--- src/rtl/freq_gate_ctrl.sv ---
// Gated BCD frequency counter: counts sig_i rising edges over GATE_CYCLES clocks and latches the result.
// Optional macro FREQ_GATE_SYNC3_EN lengthens the input synchronizer from 2 to 3 flops.
module freq_gate_ctrl #(
   parameter int GATE_CYCLES = 50000000,
   parameter int DIGITS      = 5
) (
   input  logic                   clk_i,
   input  logic                   rst_i,
   input  logic                   run_i,
   input  logic                   sig_i,
   output logic [DIGITS-1:0][3:0] freq_bcd_o,
   output logic                   valid_o,
   output logic                   overflow_o,
   output logic                   busy_o
);

   localparam int TW = $clog2(GATE_CYCLES + 1);
`ifdef FREQ_GATE_SYNC3_EN
   localparam int SYNC_LEN = 3;
`else
   localparam int SYNC_LEN = 2;
`endif

   typedef enum logic [1:0] {IDLE, CLEAR, GATE, LATCH} state_t;

   state_t                  state;
   state_t                  state_nxt;
   logic [SYNC_LEN:0]       sync_q;
   logic                    rise;
   logic [TW-1:0]           timer;
   logic                    gate_last;
   logic [DIGITS-1:0][3:0]  cnt;
   logic [DIGITS-1:0][3:0]  cnt_inc;
   logic                    all_nines;
   logic                    carry;
   logic                    ovf;

   // Top bit is the extra registered copy used only for edge detection
   always_ff @(posedge clk_i) begin
      if (rst_i) begin
         sync_q <= '0;
      end else begin
         sync_q <= {sync_q[SYNC_LEN-1:0], sig_i};
      end
   end

   assign rise      = sync_q[SYNC_LEN-1] & ~sync_q[SYNC_LEN];
   assign gate_last = (timer == TW'(GATE_CYCLES - 1));
   assign busy_o    = (state != IDLE);

   always_comb begin
      cnt_inc = cnt;
      carry   = 1'b1;
      for (int i = 0; i < DIGITS; i++) begin
         if (carry) begin
            if (cnt[i] == 4'd9) begin
               cnt_inc[i] = 4'd0;
            end else begin
               cnt_inc[i] = cnt[i] + 4'd1;
               carry      = 1'b0;
            end
         end
      end
      // A carry out of the top digit means every digit was 9
      all_nines = carry;
   end

   always_comb begin
      state_nxt = state;
      case (state)
         IDLE:    if (run_i) state_nxt = CLEAR;
         CLEAR:   state_nxt = GATE;
         GATE:    if (gate_last) state_nxt = LATCH;
         LATCH:   state_nxt = run_i ? CLEAR : IDLE;
         default: state_nxt = IDLE;
      endcase
   end

   always_ff @(posedge clk_i) begin
      if (rst_i) begin
         state      <= IDLE;
         timer      <= '0;
         cnt        <= '0;
         ovf        <= 1'b0;
         freq_bcd_o <= '0;
         overflow_o <= 1'b0;
         valid_o    <= 1'b0;
      end else begin
         state   <= state_nxt;
         valid_o <= 1'b0;
         case (state)
            CLEAR: begin
               cnt   <= '0;
               ovf   <= 1'b0;
               timer <= '0;
            end
            GATE: begin
               timer <= timer + TW'(1);
               if (rise) begin
                  if (all_nines) ovf <= 1'b1;
                  else           cnt <= cnt_inc;
               end
            end
            LATCH: begin
               freq_bcd_o <= cnt;
               overflow_o <= ovf;
               valid_o    <= 1'b1;
            end
            default: ;
         endcase
      end
   end

endmodule
--- config.mk ---
export PLATFORM = sky130hd
export DESIGN_NAME = freq_gate_ctrl
export DESIGN_NICKNAME = d
export VERILOG_FILES = /design/src/rtl/freq_gate_ctrl.sv
export SDC_FILE = /design/constraint.sdc
export NUM_CORES = 1
export LEC_CHECK = 0
export BUFFER_PORTS_ARGS = -buffer_cell sky130_fd_sc_hd__buf_2
export CAP_MARGIN = 20
export CORE_MARGIN = 8
export CORE_UTILIZATION = 59
export CTS_CLUSTER_SIZE = 16
export DETAILED_ROUTE_END_ITERATION = 6
export PLACE_DENSITY = 0.77
export SLEW_MARGIN = 5
export SYNTH_ARGS = -nofsm -noshare
export SYNTH_HDL_FRONTEND = slang
export SYNTH_SLANG_ARGS = --single-unit
--- constraint.sdc ---
create_clock -name clk_i -period 2.8 [get_ports clk_i]
set_clock_uncertainty 0.05 [all_clocks]
set_input_delay 0.7 -clock clk_i [delete_from_list [all_inputs] [get_ports clk_i]]
set_output_delay 0.7 -clock clk_i [all_outputs]
set_load 0.01 [all_outputs]
# ---- Word-level counts from Yosys, hierarchy flattened
# Index checks and enable logic that the tools add are counted.
dict set report totals {
  register_bits 74
  inputBits 4
  out_inout_bits 23
  wordCells 82
}
dict set report classes {
  addsub 6
  n_eq_ne 18
  n_mux 30
  n_bitwise 2
  n_reduce_logical 10
}
# op count
set ops {}
lappend ops {{26-bit case mux with 2 select lines} 1}
lappend ops {{20-bit two-way mux} 2}
lappend ops {{20-bit case mux with 2 select lines} 1}
lappend ops {{4-bit two-way mux} 9}
lappend ops {{26-bit by 1-bit adder with 26-bit output (second input constant)} 1}
lappend ops {{26-bit equality test (second input constant)} 1}
lappend ops {{4-bit by 1-bit adder with 4-bit output (second input constant)} 5}
lappend ops {{4-bit equality test (second input constant)} 5}
lappend ops {{2-bit != test (second input constant)} 9}
lappend ops {{4-bit AND reduction} 4}
lappend ops {{1-bit two-way mux} 13}
lappend ops {{2-bit case mux with 4 select lines} 1}
lappend ops {{3-bit AND reduction} 2}
lappend ops {{2-bit equality test (second input constant)} 2}
lappend ops {{2-bit two-way mux} 2}
lappend ops {{2-bit nonzero test} 2}
lappend ops {{2-bit by 1-bit equality test with 1-bit output (second input constant)} 1}
lappend ops {{2-bit zero test} 1}
lappend ops {{1-bit case mux with 2 select lines} 1}
lappend ops {{2-bit AND reduction} 1}
lappend ops {{1-bit bitwise AND} 1}
lappend ops {{1-bit NOT} 1}

# ---- Logic depth before layout (Yosys ltp)
dict set report depth {
  depth_word 9
  depth_mapped 9
  mapped_depth_nobuf 7
}

# ---- Least setup slack after synthesis
# OpenSTA, ideal clock, no wires.
dict set report synth_path {
  path_kind {reg2reg}
  start {register state[1]}
  end {register cnt[18] in the netlist's numbering}
  setup_ps 70
  t_arrival_ps 2220
  required_time_ps 2680
  slack_ps 460
  stages_incl_launch_ff 9
  path_buffers 1
  period_less_slack_ps 2340
  cell_sequence {dfxtp_1 > inv_1 > ha_1 > buf_2 > nand3b_2 > and2_0 > a311o_1 > or4_1 > a21oi_1}
}
dict set report synth_via {
  elab_chain_cells 3
  word_cells_on_any_way 8
  classes_between {5 x eq/ne; 1 x mux; 2 x reduce/logical}
}
# element line
set synth_rtl {}
lappend synth_rtl {{start, declared} 26} ;# state_t state;
lappend synth_rtl {{start signal, assigned} 89} ;# state <= state_nxt;
lappend synth_rtl {{2-bit equality test or 2-bit by 1-bit equality test with 1-bit output (tied branches)} 91} ;# case (state)
lappend synth_rtl {{2-bit != test (no line) or 2-bit nonzero test (tied branches)} n/a}
lappend synth_rtl {{4-bit AND reduction (no line)} n/a}
lappend synth_rtl {{end signal, assigned} 101} ;# else cnt <= cnt_inc;
lappend synth_rtl {{end, declared} 32} ;# logic [DIGITS-1:0][3:0] cnt;
# Parallel ways exist; a longest one is shown, timed or not.
# A chain may end at the register's enable or synchronous reset.

# ---- Final worst setup path
# Same ends and word-level chain as after synthesis.

==> metrics <==
Yosys cell types 49; total global routing track utilization 0.168; Power Density 687 nW/um^2; clk sinks 74; Setup crit start kind register; Via-to-Cell Ratio 5.55; Met1 Routed Length 3.15 mm; number of flops mapped to enable cells by yosys 0; Ys Warns 0; Clock Pin Slew Worst Setup and Hold Paths approximately 0.080 ns; Synth area leader dfxtp_1; detailed-route via count 2,764; Crit path required time 3.04 ns; Lkg Pwr 0.00150 uW; CTS tree built; Synth Instances between 300 and 400; Final Instance Area 3940 sq um; non-filler instance count after layout 498; critical path fanouts, max 7; DR top layer met4; Iteration-0 DRC Markers 94; Mapped Area 3490 sq um; Synth Flop Type dfxtp_1; CTS max path bufs 2; DR WL/cell 13.7 um; post-synth net total 408; ys async rst share 0; Routed Antenna Nets 0; Slew Limit Fails 0; arrival time at the worst endpoint between 2 and 3 ns; fillers 495; DR WL met3 192 um; drc violations 0; Worst setup EP type register; Final Cycle Share 0.898; Syn Area/Cell approximately 9.0 sq um; final hold violation count 0; hold crit path type register to register; Die Ht 92.9 um; initial antenna violation count 0; peak supply drop between 0.4 and 0.5 mV; Die Area 8630 sq um; crit path time final 2.52 ns; Ports 27; Synth area leaders dfxtp_1, mux2i_1, nor2_1, ha_1, xnor2_1; dpl cells 482; fmax 398 MHz; CTS root buffer clkbuf_8; Initial Utilization 0.600; area post-placement 3680 sq um; worst-margin pin slew 0.701 ns; die width 92.9 um; sequential-to-total area share from yosys stat 0.425; WS Path Type register to register; # H-tree levels 3; CTS Hold Bufs 0; synthesized flop and latch total 74; TNS Setup 0 ns; clk_lat worst skew between 0.3 and 0.4 ns; share of layout cells above drive strength 1 0.149; post-synth top area share 0.425; RSZ-0062 raised after global routing no; met2 WL 3.38 mm; Final Setup Violations 0; Resized cells post-CTS 0; vias in the first global route 2,734; final wirelength 6.83 mm; DR pass1 iterations 6; Site Rows 28; Post-CTS Setup Bufs 0; Ant. Diodes 0; nets roughly 440; synth-to-layout area growth 12.8%; GR Overflow Total 0; pin count of the biggest net entering global routing 30; Rel. slew slack 0.533; core footprint 5820 sq um; total CTS buffers 9; Port Buffers 26; # Max-Cap Violations 0; Detailed Place HPWL between 4 and 5 mm; global-route wire length before repair 11.9 mm; status completed; gpl congestion 0.774
-- cell usage in the layout, fill, tap and decap left out, types with 4 or more instances in the layout --
cell,count
a21oi_1,15
a31oi_1,4
buf_2,26
buf_4,9
clkbuf_8,10
dfxtp_1,74
ha_1,15
inv_1,20
mux2i_1,24
nand2_1,23
nand3_1,13
nand4_1,11
nor2_1,63
nor2b_1,5
nor3_1,14
nor4_1,7
o21ai_0,6
or3_1,7
xnor2_1,19
xor2_1,5
-- Yosys cell counts (4+ instances only) --
cell type / count
nand2_1: 23
nor4_1: 7
ha_1: 15
nor2b_1: 5
nand4_1: 11
or3_1: 7
nor3_1: 14
a21oi_1: 15
clkbuf_1: 10
a31oi_1: 4
o21ai_0: 6
nand3_1: 13
dfxtp_1: 74
inv_1: 20
xor2_1: 5
mux2i_1: 24
nor2_1: 63
xnor2_1: 19
-- power breakdown --
group / switching [uW] / internal (uW)
Clock: 400 / 617
Combinational: 355 / 212
Sequential: 33.7 / 1080
Total: 788 / 1910
-- metrics by stage --
stage,utilization,power (uW),hold WS [ns],setup slack [ns]
5_1_grt,0.677,2840,0.416,0.0765
4_1_cts,0.677,2720,0.410,0.287
6_report,0.677,2700,0.406,0.284
3_3_place_gp,0.634,1690,0.401,0.381
3_5_place_dp,0.634,1710,0.382,0.288
2_1_floorplan,-,1570,0.364,0.460
-- path summary, 6_finish.rpt --
check / startpoint / end / cells past startpoint / slack (ns)
setup / recovery: state[1] / cnt[18] / 7 / 0.28
hold / removal: sync_q[0] / sync_q[1] / 1 / 0.41
setup reg to reg: state[1] / cnt[18] / 7 / 0.28
hold reg to reg: sync_q[0] / sync_q[1] / 1 / 0.41
-- flip-flops by register name, indices dropped and copies added (netlist names) --
| name | flops |
|---|---|
| cnt | 20 |
| sync_q | 3 |
| timer | 26 |
| ovf | 1 |
| state | 2 |
| valid_o | 1 |
| freq_bcd_o | 20 |
| overflow_o | 1 |
-- area by class of cell --
type	instances	area (sq um)	share of cell area
flip-flops and latches	74	1480	0.376
clock buffers	10	138	0.0350
inverters	20	75.1	0.0191
well taps	75	93.8	0.0238
clock inverters	6	114	0.0289
multi-input cells	278	1840	0.467
repair buffers	35	198	0.0502
-- layer usage --
layer  global-route usage  vias to the layer above
met5                    0                        -
li1                     -                     1420
met1                0.185                     1295
met3               0.0340                        8
met4               0.0765                        0
met2                0.303                       41
-- cells by family after synthesis --
logic type	after synthesis	synth area share
adder cells (fa/ha/maj)	15	0.0538
AO/OA/AOI/OAI	44	0.0857
multiplexers	25	0.0721
XOR/XNOR	24	0.0602
buffers and inverters	37	0.0491
AND/OR/NAND/NOR	170	0.255
flip-flops	74	0.425
-- worst max-delay path: stages, from the launching register on --
cell and delay, ns:
dfxtp_1 0.40, inv_1 0.09, ha_1 0.35, or2b_2 0.32
and2_0 0.23, a311o_1 0.39, or4_1 0.49, a21oi_1 0.14
Power figures use the tool's default switching activity.
